File: src/rtl/i2c_pkg.sv
// Shared I2C/SHT40 definitions: master state codes, sensor constants,
// and the measurement sequencer state type.
package i2c_pkg;

   localparam logic [2:0] MASTER_PROCESSOR = 3'b000;
   localparam logic [2:0] MASTER_START     = 3'b001;
   localparam logic [2:0] MASTER_ADDRESS   = 3'b010;
   localparam logic [2:0] MASTER_ACK       = 3'b011;
   localparam logic [2:0] MASTER_WRITE     = 3'b100;
   localparam logic [2:0] MASTER_READ      = 3'b101;
   localparam logic [2:0] MASTER_END       = 3'b110;

   localparam logic [6:0] SHT40_ADDR       = 7'h44;
   localparam logic [7:0] MEAS_CMD_HIGH    = 8'hFD;
   localparam logic [7:0] CRC_POLY         = 8'h31;
   localparam logic [7:0] CRC_INIT         = 8'hFF;
   localparam int         SHT40_READ_BYTES = 6;

   typedef enum logic [2:0] {
      SEQ_IDLE,
      SEQ_SEND_CMD,
      SEQ_WAIT_LEAVE_W,
      SEQ_WAIT_DONE_W,
      SEQ_MEAS_WAIT,
      SEQ_SEND_RD,
      SEQ_COLLECT,
      SEQ_CHECK
   } seq_state_t;

endpackage

File: src/rtl/sht40_crc8.sv
// SHT40 CRC-8 over one 16-bit word (poly 0x31, init 0xFF, MSB first).
// Ports: data (16-bit word, first byte in [15:8]) -> crc (8-bit).
module sht40_crc8
   import i2c_pkg::*;
(
   input  logic [15:0] data,
   output logic [7:0]  crc
);

   logic [7:0] c;
   logic       fb;

   always_comb begin
      c  = CRC_INIT;
      fb = 1'b0;
      for (int i = 15; i >= 0; i--) begin
         fb = c[7] ^ data[i];
         c  = {c[6:0], 1'b0} ^ (fb ? CRC_POLY : 8'h00);
      end
      crc = c;
   end

endmodule

File: src/rtl/sht40_sequencer.sv
// SHT40 measurement sequencer driving the processor side of i2c_master.
// Ports: clk/rst, meas_start/busy, master request/status, result strobes.
module sht40_sequencer
   import i2c_pkg::*;
#(
   parameter logic [6:0] SENSOR_ADDR    = SHT40_ADDR,
   parameter logic [7:0] MEAS_CMD       = MEAS_CMD_HIGH,
   parameter int         WAIT_CYCLES    = 200000,
   parameter int         TIMEOUT_CYCLES = 2000000
) (
   input  logic        clk,
   input  logic        rst,
   input  logic        meas_start,
   output logic        Processor_Ready,
   output logic [6:0]  Peripheral_Address,
   output logic [7:0]  Command_Data_Frames,
   output logic        r_or_w,
   output logic        i2c_writes,
   output logic [3:0]  SHT_Reads,
   output logic        CRC_Error,
   input  logic [2:0]  Master_State_Out,
   input  logic [7:0]  Data_Received,
   input  logic [3:0]  Output_Received_Counter,
   output logic [15:0] temp_raw,
   output logic [15:0] hum_raw,
   output logic        meas_valid,
   output logic        crc_fail,
   output logic        timeout_err,
   output logic        busy
);

   localparam int WW = $clog2(WAIT_CYCLES + 1);
   localparam int TW = $clog2(TIMEOUT_CYCLES + 1);
   localparam logic [2:0] LAST_IDX = 3'(SHT40_READ_BYTES - 1);

   seq_state_t    state, next;
   logic [WW-1:0] wcnt;
   logic [TW-1:0] tcnt;
   logic [3:0]    cnt_q;
   logic [2:0]    idx;
   logic [7:0]    rx_buf [SHT40_READ_BYTES];
   logic [7:0]    crc_t, crc_h;
   logic          byte_stb, timing, tout, wait_done, crc_ok;

   assign Peripheral_Address  = SENSOR_ADDR;
   assign Command_Data_Frames = MEAS_CMD;
   assign i2c_writes          = 1'b0;
   assign SHT_Reads           = 4'(SHT40_READ_BYTES - 1);

   sht40_crc8 u_crc_t (.data({rx_buf[0], rx_buf[1]}), .crc(crc_t));
   sht40_crc8 u_crc_h (.data({rx_buf[3], rx_buf[4]}), .crc(crc_h));

   assign crc_ok = (crc_t == rx_buf[2]) && (crc_h == rx_buf[5]);

   // A change in the master byte counter marks a newly received byte.
   assign byte_stb  = (Output_Received_Counter != cnt_q);
   assign timing    = (state == SEQ_WAIT_LEAVE_W) ||
                      (state == SEQ_WAIT_DONE_W)  ||
                      (state == SEQ_COLLECT);
   assign tout      = timing && (tcnt == TW'(TIMEOUT_CYCLES - 1));
   assign wait_done = (wcnt == WW'(WAIT_CYCLES - 1));

   always_comb begin
      next            = state;
      Processor_Ready = 1'b0;
      r_or_w          = 1'b0;
      busy            = 1'b1;
      unique case (state)
         SEQ_IDLE: begin
            busy = 1'b0;
            if (meas_start) next = SEQ_SEND_CMD;
         end
         SEQ_SEND_CMD: begin
            Processor_Ready = 1'b1;
            next            = SEQ_WAIT_LEAVE_W;
         end
         SEQ_WAIT_LEAVE_W: begin
            if (tout)
               next = SEQ_IDLE;
            else if (Master_State_Out != MASTER_PROCESSOR)
               next = SEQ_WAIT_DONE_W;
         end
         SEQ_WAIT_DONE_W: begin
            if (tout)
               next = SEQ_IDLE;
            else if (Master_State_Out == MASTER_PROCESSOR)
               next = SEQ_MEAS_WAIT;
         end
         SEQ_MEAS_WAIT: begin
            if (wait_done) next = SEQ_SEND_RD;
         end
         SEQ_SEND_RD: begin
            Processor_Ready = 1'b1;
            r_or_w          = 1'b1;
            next            = SEQ_COLLECT;
         end
         SEQ_COLLECT: begin
            r_or_w = 1'b1;
            if (tout)
               next = SEQ_IDLE;
            else if (byte_stb && idx == LAST_IDX)
               next = SEQ_CHECK;
         end
         SEQ_CHECK: begin
            r_or_w = 1'b1;
            next   = SEQ_IDLE;
         end
      endcase
   end

   always_ff @(posedge clk) begin
      if (rst) begin
         state       <= SEQ_IDLE;
         wcnt        <= '0;
         tcnt        <= '0;
         cnt_q       <= '0;
         idx         <= '0;
         temp_raw    <= '0;
         hum_raw     <= '0;
         meas_valid  <= 1'b0;
         crc_fail    <= 1'b0;
         timeout_err <= 1'b0;
         CRC_Error   <= 1'b0;
         for (int i = 0; i < SHT40_READ_BYTES; i++) rx_buf[i] <= '0;
      end else begin
         state <= next;
         cnt_q <= Output_Received_Counter;
         wcnt  <= (state == SEQ_MEAS_WAIT) ? wcnt + 1'b1 : '0;

         if (state == SEQ_SEND_CMD || state == SEQ_SEND_RD)
            tcnt <= '0;
         else if (timing)
            tcnt <= tcnt + 1'b1;

         if (state == SEQ_SEND_RD) begin
            idx <= '0;
         end else if (state == SEQ_COLLECT && byte_stb) begin
            rx_buf[idx] <= Data_Received;
            idx         <= idx + 1'b1;
         end

         meas_valid  <= (state == SEQ_CHECK) && crc_ok;
         crc_fail    <= (state == SEQ_CHECK) && !crc_ok;
         timeout_err <= tout;
         CRC_Error   <= tout || ((state == SEQ_CHECK) && !crc_ok);

         if (state == SEQ_CHECK && crc_ok) begin
            temp_raw <= {rx_buf[0], rx_buf[1]};
            hum_raw  <= {rx_buf[3], rx_buf[4]};
         end
      end
   end

endmodule

File: config.mk
export PLATFORM = sky130hd
export DESIGN_NAME = sht40_sequencer
export DESIGN_NICKNAME = d
export VERILOG_FILES = /design/src/rtl/i2c_pkg.sv /design/src/rtl/sht40_crc8.sv /design/src/rtl/sht40_sequencer.sv
export SDC_FILE = /design/constraint.sdc
export NUM_CORES = 1
export LEC_CHECK = 0
export ABC_AREA = 1
export CELL_PAD_IN_SITES_DETAIL_PLACEMENT = 0
export CELL_PAD_IN_SITES_GLOBAL_PLACEMENT = 2
export CORE_ASPECT_RATIO = 2
export CORE_MARGIN = 2
export CORE_UTILIZATION = 35
export DETAILED_ROUTE_END_ITERATION = 8
export PLACE_DENSITY = 0.84
export SLEW_MARGIN = 20
export SYNTH_ARGS = -nofsm -noshare
export SYNTH_HDL_FRONTEND = slang
export SYNTH_HIERARCHICAL = 1
export SYNTH_SLANG_ARGS = --single-unit
export TNS_END_PERCENT = 100
File: constraint.sdc
create_clock -name clk -period 4.5 [get_ports clk]
set_input_delay 0.675 -clock clk [delete_from_list [all_inputs] [get_ports clk]]
set_output_delay 0.675 -clock clk [all_outputs]
set_load 0.02 [all_outputs]
==> reports/summary.txt, run 1 <==
CP bufs+invs -> 4
worst relative slew slack -> 48.9%
number of antenna violations at the first check in global routing -> 0
RSZ-0062 raised after global routing -> false
Slew Limit Fails -> 0
die height -> 217 um
worst hold path type -> reg2reg
sequential area share after synthesis -> 39.7%
Yosys cell types -> 40
reg2reg end -> CRC_Error
# nets final -> 1207
Critical R2R Launch -> rx_buf[0][7]
status -> complete, no violations
Hold Buf Count CTS -> 0
achievable frequency -> 291 MHz
post-place setup slack -> 1.05 ns
vias in the first global route -> 6581
total wire length -> 20900 um
IO buf count -> 56
Mapped Area -> 0.00793 sq mm
largest net degree at the start of global routing -> 35
vias after detailed routing -> 6745
DR vias/cell -> 4.58
full die area -> 0.0239 sq mm
io pins -> 77
Fin. Hold Viols -> 0
Cells after Synth -> 1126
FF+latch count, synth -> 133
Inserted Clock Buffers -> 17
clock latency at the later pin of the worst-skew pair -> 0.42 ns
Worst Hold Path EP -> wcnt[0]
multi-input gate area in the final layout -> 0.00380 sq mm
crit share post-route -> 76.3%
CTS tree -> yes
Reg area -> 0.00314 sq mm
P per Cell Area -> 368 mW/mm^2
critical path class -> reg2reg
final setup margin -> 1.07 ns
CP Launch Type -> flop
aggregate global-route resource usage -> 17.7%
Die X -> 110 um
Antenna Cells -> 0
row cnt -> 77
Clock Tree Buf Depth -> 2
hold_sp -> wcnt[0]
crit path max fanout -> 24
area grow syn2layout -> 18.1%
YS warnings -> 6
CP max stage cell -> edfxtp_1
initial core utilization -> 35.8%
Leakage -> 0.00413 uW
r2r setup slk -> 1.07 ns
worst hold stages -> 1
fill count -> 2387
Final HPWL DP -> 16500 um
Final ANT Viol Nets -> 0
CP peak stage delay -> 0.52 ns
CTS clk-pin slew, worst paths -> 0.06 ns
postcts setup bufs -> 0
# Max-Cap Violations -> 0
final estimated routing congestion in global placement -> 0.811
drt first pass iters -> 4
H-tree depth -> 4
Syn Area/Cell -> 7.04 sq um
# setup viols final -> 0
critical path data required time -> 4.80 ns
peak supply drop -> 231 uV
CTS resizes -> 0
critical path cell sequence -> inv_2 > nand2_1 > nand2_1 > nand2_2 > nand2_2 > nand2_2 > nand2_2 > nand3_1 > nand3_2 > nand3_1 > nand2_2 > inv_1 > nand2_1 > nand2_1 > inv_1 > nor2_1 > nor3_1 > nand2_1 > nor3_4 > buf_4 > a21oi_1 > or2_2
gr ovfl total -> 0
CORE AREA -> 0.0222 sq mm
setup TNS -> 0 ns
Final min period -> 3.43 ns
CP endpoint kind -> flop
Arr. time, crit path -> 3.74 ns
Top Family by Delay on Critical Path -> simple AND/OR/NAND/NOR gates
layout cells sized above 1 -> 12.5%
post-route clock skew -> 0.00744 ns
drt drc -> 0
iteration-0 DRC count of the detailed router -> 234
WL/cell -> 14.2 um
Root Buffer -> clkbuf_16
FF-to-FF path depth -> 22
first-pass GRT wire length -> 33200 um
clk sinks -> 133
Slew @ Worst Pin -> 0.762 ns
==> flip-flops by register name, indices dropped and copies added, names as in the netlist <==
name,flops
tcnt,21
idx,3
crc_fail,1
cnt_q,4
timeout_err,1
hum_raw,16
rx_buf,48
meas_valid,1
CRC_Error,1
wcnt,18
temp_raw,16
state,3
==> power breakdown <==
group,switching [uW],internal (uW),total [uW]
clock,534,976,1510
combinational,393,208,600
sequential,48.3,1280,1330
total,975,2470,3440
==> logic make-up after synthesis <==
group	count (synthesis)	share of synthesized area, %
AO/OA/AOI/OAI	54	3.49
flip-flops	133	39.7
buffers and inverters	258	13.4
XOR/XNOR	30	3.32
AND/OR/NAND/NOR	645	39.4
other	2	0.0948
adder cells (fa/ha/maj)	4	0.632
==> area by class of cell <==
cell class / instances / share of cell area (%)
multi-input combinational: 753 / 40.6
sequential: 133 / 33.6
timing repair buffer: 64 / 6.63
inverter: 216 / 8.72
clock buffer: 17 / 4.55
tap: 276 / 3.69
clock inverter: 15 / 2.22
==> metrics by stage <==
step	instances	cell area, sq um	power (uW)	utilization [%]	hold slack [ns]
after CTS	1474	9360	3480	42.2	0.451
after detailed placement	1442	8720	1960	39.4	0.437
after global routing	1474	9360	3600	42.2	0.488
after floorplan	1144	7990	1820	-	0.418
final	1474	9360	3440	42.2	0.454
after global placement	1442	8720	1970	39.4	0.429
==> worst max path at each step <==
stage | start | end | slack [ns] | depth (start not counted)
5_1_grt | rx_buf[0][3] | CRC_Error | 0.73 | 22
3_3_place_gp | rx_buf[0][7] | CRC_Error | 1.07 | 24
4_1_cts | rx_buf[0][7] | CRC_Error | 1.03 | 22
6_report | rx_buf[0][7] | CRC_Error | 1.07 | 22
3_5_place_dp | rx_buf[0][7] | CRC_Error | 1.05 | 22
2_1_floorplan | rx_buf[0][5] | hum_raw[10] | 1.77 | 23
==> synthesized netlist by cell type, drive strengths merged <==
cell type	number	area (sq um)
a21oi	35	175
a31oi	1	6.26
buf	28	191
clkbuf	14	52.6
clkinv	1	3.75
conb	2	7.51
dfxtp	85	1700
edfxtp	48	1440
ha	4	50.1
inv	215	812
nand2	349	1570
nand3	77	480
nand3b	4	55.1
nand4	37	231
nor2	143	559
nor3	15	96.4
nor3b	1	7.51
nor4	4	31.3
o211ai	1	7.51
o21ai	16	80.1
o31ai	1	7.51
or2	14	87.6
or3	1	6.26
xnor2	13	114
xor2	17	149
==> routing by layer <==
metal	vias up	GRT usage (%)	routed length (um)
met5	-	0	0
met4	0	7.79	676
met3	29	2.95	522
met2	103	36.3	12200
met1	3070	16.9	7590
li1	3543	-	-
==> cells in the final DEF (no fill, tap or decap), types with 5 or more instances in the layout <==
cell	instances
a21oi_1	35
buf_4	8
bufinv_16	5
clkbuf_16	17
clkdlybuf4s50_1	56
clkinv_1	5
conb_1	20
dfxtp_1	85
edfxtp_1	48
inv_1	207
inv_2	6
nand2_1	281
nand2_2	50
nand2_4	18
nand3_1	64
nand3_2	9
nand4_1	37
nor2_1	137
nor3_1	12
o21ai_0	15
or2_2	13
xnor2_1	13
xor2_1	17
No activity file was read; power rests on OpenSTA's default activity.
==> run 2: changes to the inputs <==
--- a/config.mk
+++ b/config.mk
@@ -10,9 +10,9 @@
 export CELL_PAD_IN_SITES_GLOBAL_PLACEMENT = 2
 export CORE_ASPECT_RATIO = 2
 export CORE_MARGIN = 2
-export CORE_UTILIZATION = 35
+export CORE_UTILIZATION = 33
 export DETAILED_ROUTE_END_ITERATION = 8
-export PLACE_DENSITY = 0.84
+export PLACE_DENSITY = 0.8
 export SLEW_MARGIN = 20
 export SYNTH_ARGS = -nofsm -noshare
 export SYNTH_HDL_FRONTEND = slang
==> constraint.sdc (replaced) <==
create_clock -name clk -period 3.3 [get_ports clk]
set_input_delay 0.495 -clock clk [delete_from_list [all_inputs] [get_ports clk]]
set_output_delay 0.495 -clock clk [all_outputs]
set_load 0.02 [all_outputs]
==> run 2 against run 1 <==
Effect of this change: sequential cell count stayed put; clock power is 27% higher; combinational power is 45% higher; non-clock buffer count is 19 higher; first-iteration DRC count is 19% higher; largest power group unchanged; critical path type unchanged; count of clock-buffer cells in the layout is 6 higher; clock skew is 0.0025 ns higher; critical path depth is 2 lower; hold slack worse by 0.0072 ns.
==> reports/summary.txt, run 2 (synthesized netlist as in run 1, its figures left out) <==
WL/cell -> 14.4 um (was 14.2 um)
io pins -> 77 (unchanged)
worst relative slew slack -> 62.5% (was 48.9%)
Final ANT Viol Nets -> 0 (unchanged)
worst hold stages -> 1 (unchanged)
post-route clock skew -> 0.00998 ns (was 0.00744 ns)
drt first pass iters -> 4 (unchanged)
hold_sp -> wcnt[0] (unchanged)
CORE AREA -> 0.0237 sq mm (was 0.0222 sq mm)
Hold Buf Count CTS -> 0 (unchanged)
Die X -> 114 um (was 110 um)
first-pass GRT wire length -> 33500 um (was 33200 um)
r2r setup slk -> 0.23 ns (was 1.07 ns)
largest registers -> rx_buf x48, tcnt x21, wcnt x18 (unchanged)
number of antenna violations at the first check in global routing -> 0 (unchanged)
Clock Tree Buf Depth -> 2 (unchanged)
critical path cell sequence -> buf_6 > nand2_1 > nand3_2 > nand2_2 > nand2_2 > nand2_4 > nand2_2 > nand2_4 > inv_4 > nand2_4 > nand2_4 > xor2_1 > xor2_1 > nor3_2 > nand2_1 > nor3_4 > buf_12 > buf_12 > a21oi_1 > or2_2 (was inv_2 > nand2_1 > nand2_1 > nand2_2 > nand2_2 > nand2_2 > nand2_2 > nand3_1 > nand3_2 > nand3_1 > nand2_2 > inv_1 > nand2_1 > nand2_1 > inv_1 > nor2_1 > nor3_1 > nand2_1 > nor3_4 > buf_4 > a21oi_1 > or2_2)
peak supply drop -> 309 uV (was 231 uV)
vias in the first global route -> 6586 (was 6581)
CTS tree -> yes (unchanged)
row cnt -> 80 (was 77)
Final min period -> 3.07 ns (was 3.43 ns)
Worst Hold Path EP -> wcnt[0] (unchanged)
RSZ-0062 raised after global routing -> false (unchanged)
setup TNS -> 0 ns (unchanged)
commonest cells after routing, fill and taps aside -> nand2_1, inv_1, nor2_1 (unchanged)
achievable frequency -> 325 MHz (was 291 MHz)
Antenna Cells -> 0 (unchanged)
CP endpoint kind -> flop (unchanged)
largest net degree at the start of global routing -> 42 (was 35)
Critical R2R Launch -> rx_buf[0][3] (was rx_buf[0][7])
reg2reg end -> CRC_Error (unchanged)
status -> complete, no violations (unchanged)
Slew @ Worst Pin -> 0.562 ns (was 0.762 ns)
die height -> 223 um (was 217 um)
P per Cell Area -> 474 mW/mm^2 (was 368 mW/mm^2)
layout cells sized above 1 -> 15.1% (was 12.5%)
Fin. Hold Viols -> 0 (unchanged)
# setup viols final -> 0 (unchanged)
H-tree depth -> 4 (unchanged)
FF-to-FF path depth -> 20 (was 22)
worst hold path type -> reg2reg (unchanged)
commonest non-fill, non-tap cell in the layout -> nand2_1 (unchanged)
Root Buffer -> clkbuf_16 (unchanged)
clk sinks -> 133 (unchanged)
total wire length -> 21600 um (was 20900 um)
CP Launch Type -> flop (unchanged)
gr ovfl total -> 0 (unchanged)
CP max stage cell -> edfxtp_1 (unchanged)
DR vias/cell -> 4.48 (was 4.58)
crit path max fanout -> 17 (was 24)
area grow syn2layout -> 22.5% (was 18.1%)
Slew Limit Fails -> 0 (unchanged)
IO buf count -> 56 (unchanged)
CTS clk-pin slew, worst paths -> 0.06 ns (about the same)
largest reg by FF count -> rx_buf (unchanged)
aggregate global-route resource usage -> 17.3% (was 17.7%)
critical path data required time -> 3.61 ns (was 4.80 ns)
Final HPWL DP -> 16400 um (was 16500 um)
Fin Hold WS -> 0.447 ns (was 0.454 ns)
# nets final -> 1226 (was 1207)
vias after detailed routing -> 6741 (was 6745)
most frequent CP cell -> nand2_4
Arr. time, crit path -> 3.38 ns (was 3.74 ns)
max reg flops -> 48 (unchanged)
Inserted Clock Buffers -> 17 (unchanged)
clock latency at the later pin of the worst-skew pair -> 0.43 ns (was 0.42 ns)
final estimated routing congestion in global placement -> 0.868 (was 0.811)
# Max-Cap Violations -> 0 (unchanged)
crit share post-route -> 93.1% (was 76.3%)
Leakage -> 0.00430 uW (was 0.00413 uW)
CP peak stage delay -> 0.49 ns (was 0.52 ns)
critical path class -> reg2reg (unchanged)
initial core utilization -> 33.4% (was 35.8%)
iteration-0 DRC count of the detailed router -> 278 (was 234)
drt drc -> 0 (unchanged)
full die area -> 0.0253 sq mm (was 0.0239 sq mm)
run 2: cell types whose count changed in the layout (fill, tap and decap cells not counted), moves of 2 or more:
cell       before  now
clkbuf_16      17   24
buf_6           0    2
clkinv_1        5    1
bufinv_16       5    1
xnor2_2         0    2
xnor2_1        13   11
nand3_2         9   13
nand3_1        64   59
buf_12          0    6
clkbuf_1        0    2
nand2_1       281  278
buf_4           8   15
nand2_2        50   52
run 2: routing by layer:
metal | up-vias | routed length (um) | global-route usage, %
met4 | 0 | 568 | 6.81
met5 | - | 0 | 0
met2 | 82 | 12800 | 34.9
met1 | 3052 | 7650 | 16.7
met3 | 22 | 593 | 3.23
li1 | 3585 | - | -
run 2: worst max path at each step:
stage | start | endpoint | slack (ns) | cells past startpoint
after floorplan | rx_buf[0][5] | hum_raw[10] | 0.57 | 23
after global placement | rx_buf[0][7] | CRC_Error | 0.18 | 24
after detailed placement | rx_buf[0][7] | CRC_Error | 0.16 | 24
after CTS | rx_buf[0][7] | CRC_Error | 0.14 | 24
after global routing | rx_buf[0][3] | temp_raw[5] | 0.01 | 22
final | rx_buf[0][3] | CRC_Error | 0.23 | 20
run 2: cell type report:
type / instances / area, sq um
clock inverters: 9 / 86.3
flip-flops and latches: 133 / 3140
inverters: 216 / 816
fillers: 2484 / 14000
clock buffers: 23 / 522
well taps: 287 / 359
repair buffers: 83 / 916
multi-input cells: 753 / 3870
run 2: through the flow:
| step | total power (uW) | std cells | utilization [%] | instance area, sq um | worst slack [ns] |
|---|---|---|---|---|---|
| global route | 4840 | 1504 | 40.9 | 9710 | 0.0101 |
| floorplan | 2480 | 1144 | - | 7990 | 0.567 |
| global placement | 2700 | 1455 | 37.1 | 8790 | 0.178 |
| detailed placement | 2700 | 1455 | 37.1 | 8790 | 0.162 |
| CTS | 4640 | 1487 | 39.6 | 9400 | 0.145 |
| finish | 4600 | 1504 | 40.9 | 9710 | 0.227 |
run 2: power breakdown:
group	internal, uW	switching [uW]
Sequential	1750	62.6
Combinational	311	558
Clock	1190	725
Total	3250	1350
run 2: timing repair:
action,in CTS,in global routing
endpoints found under the setup margin,0,26
endpoints found under the hold margin,0,0
gates resized for setup,0,16
setup buffers,0,12
run 2: critical path, delay by kind of cell (launching register included):
kind / cells / cell delay [ns]
and+or+nand+nor: 13 / 1.55
DFF: 1 / 0.49
xor gates and xnor gates: 2 / 0.32
buffers and inverters: 4 / 0.50
AOI/OAI and AO/OA: 1 / 0.08
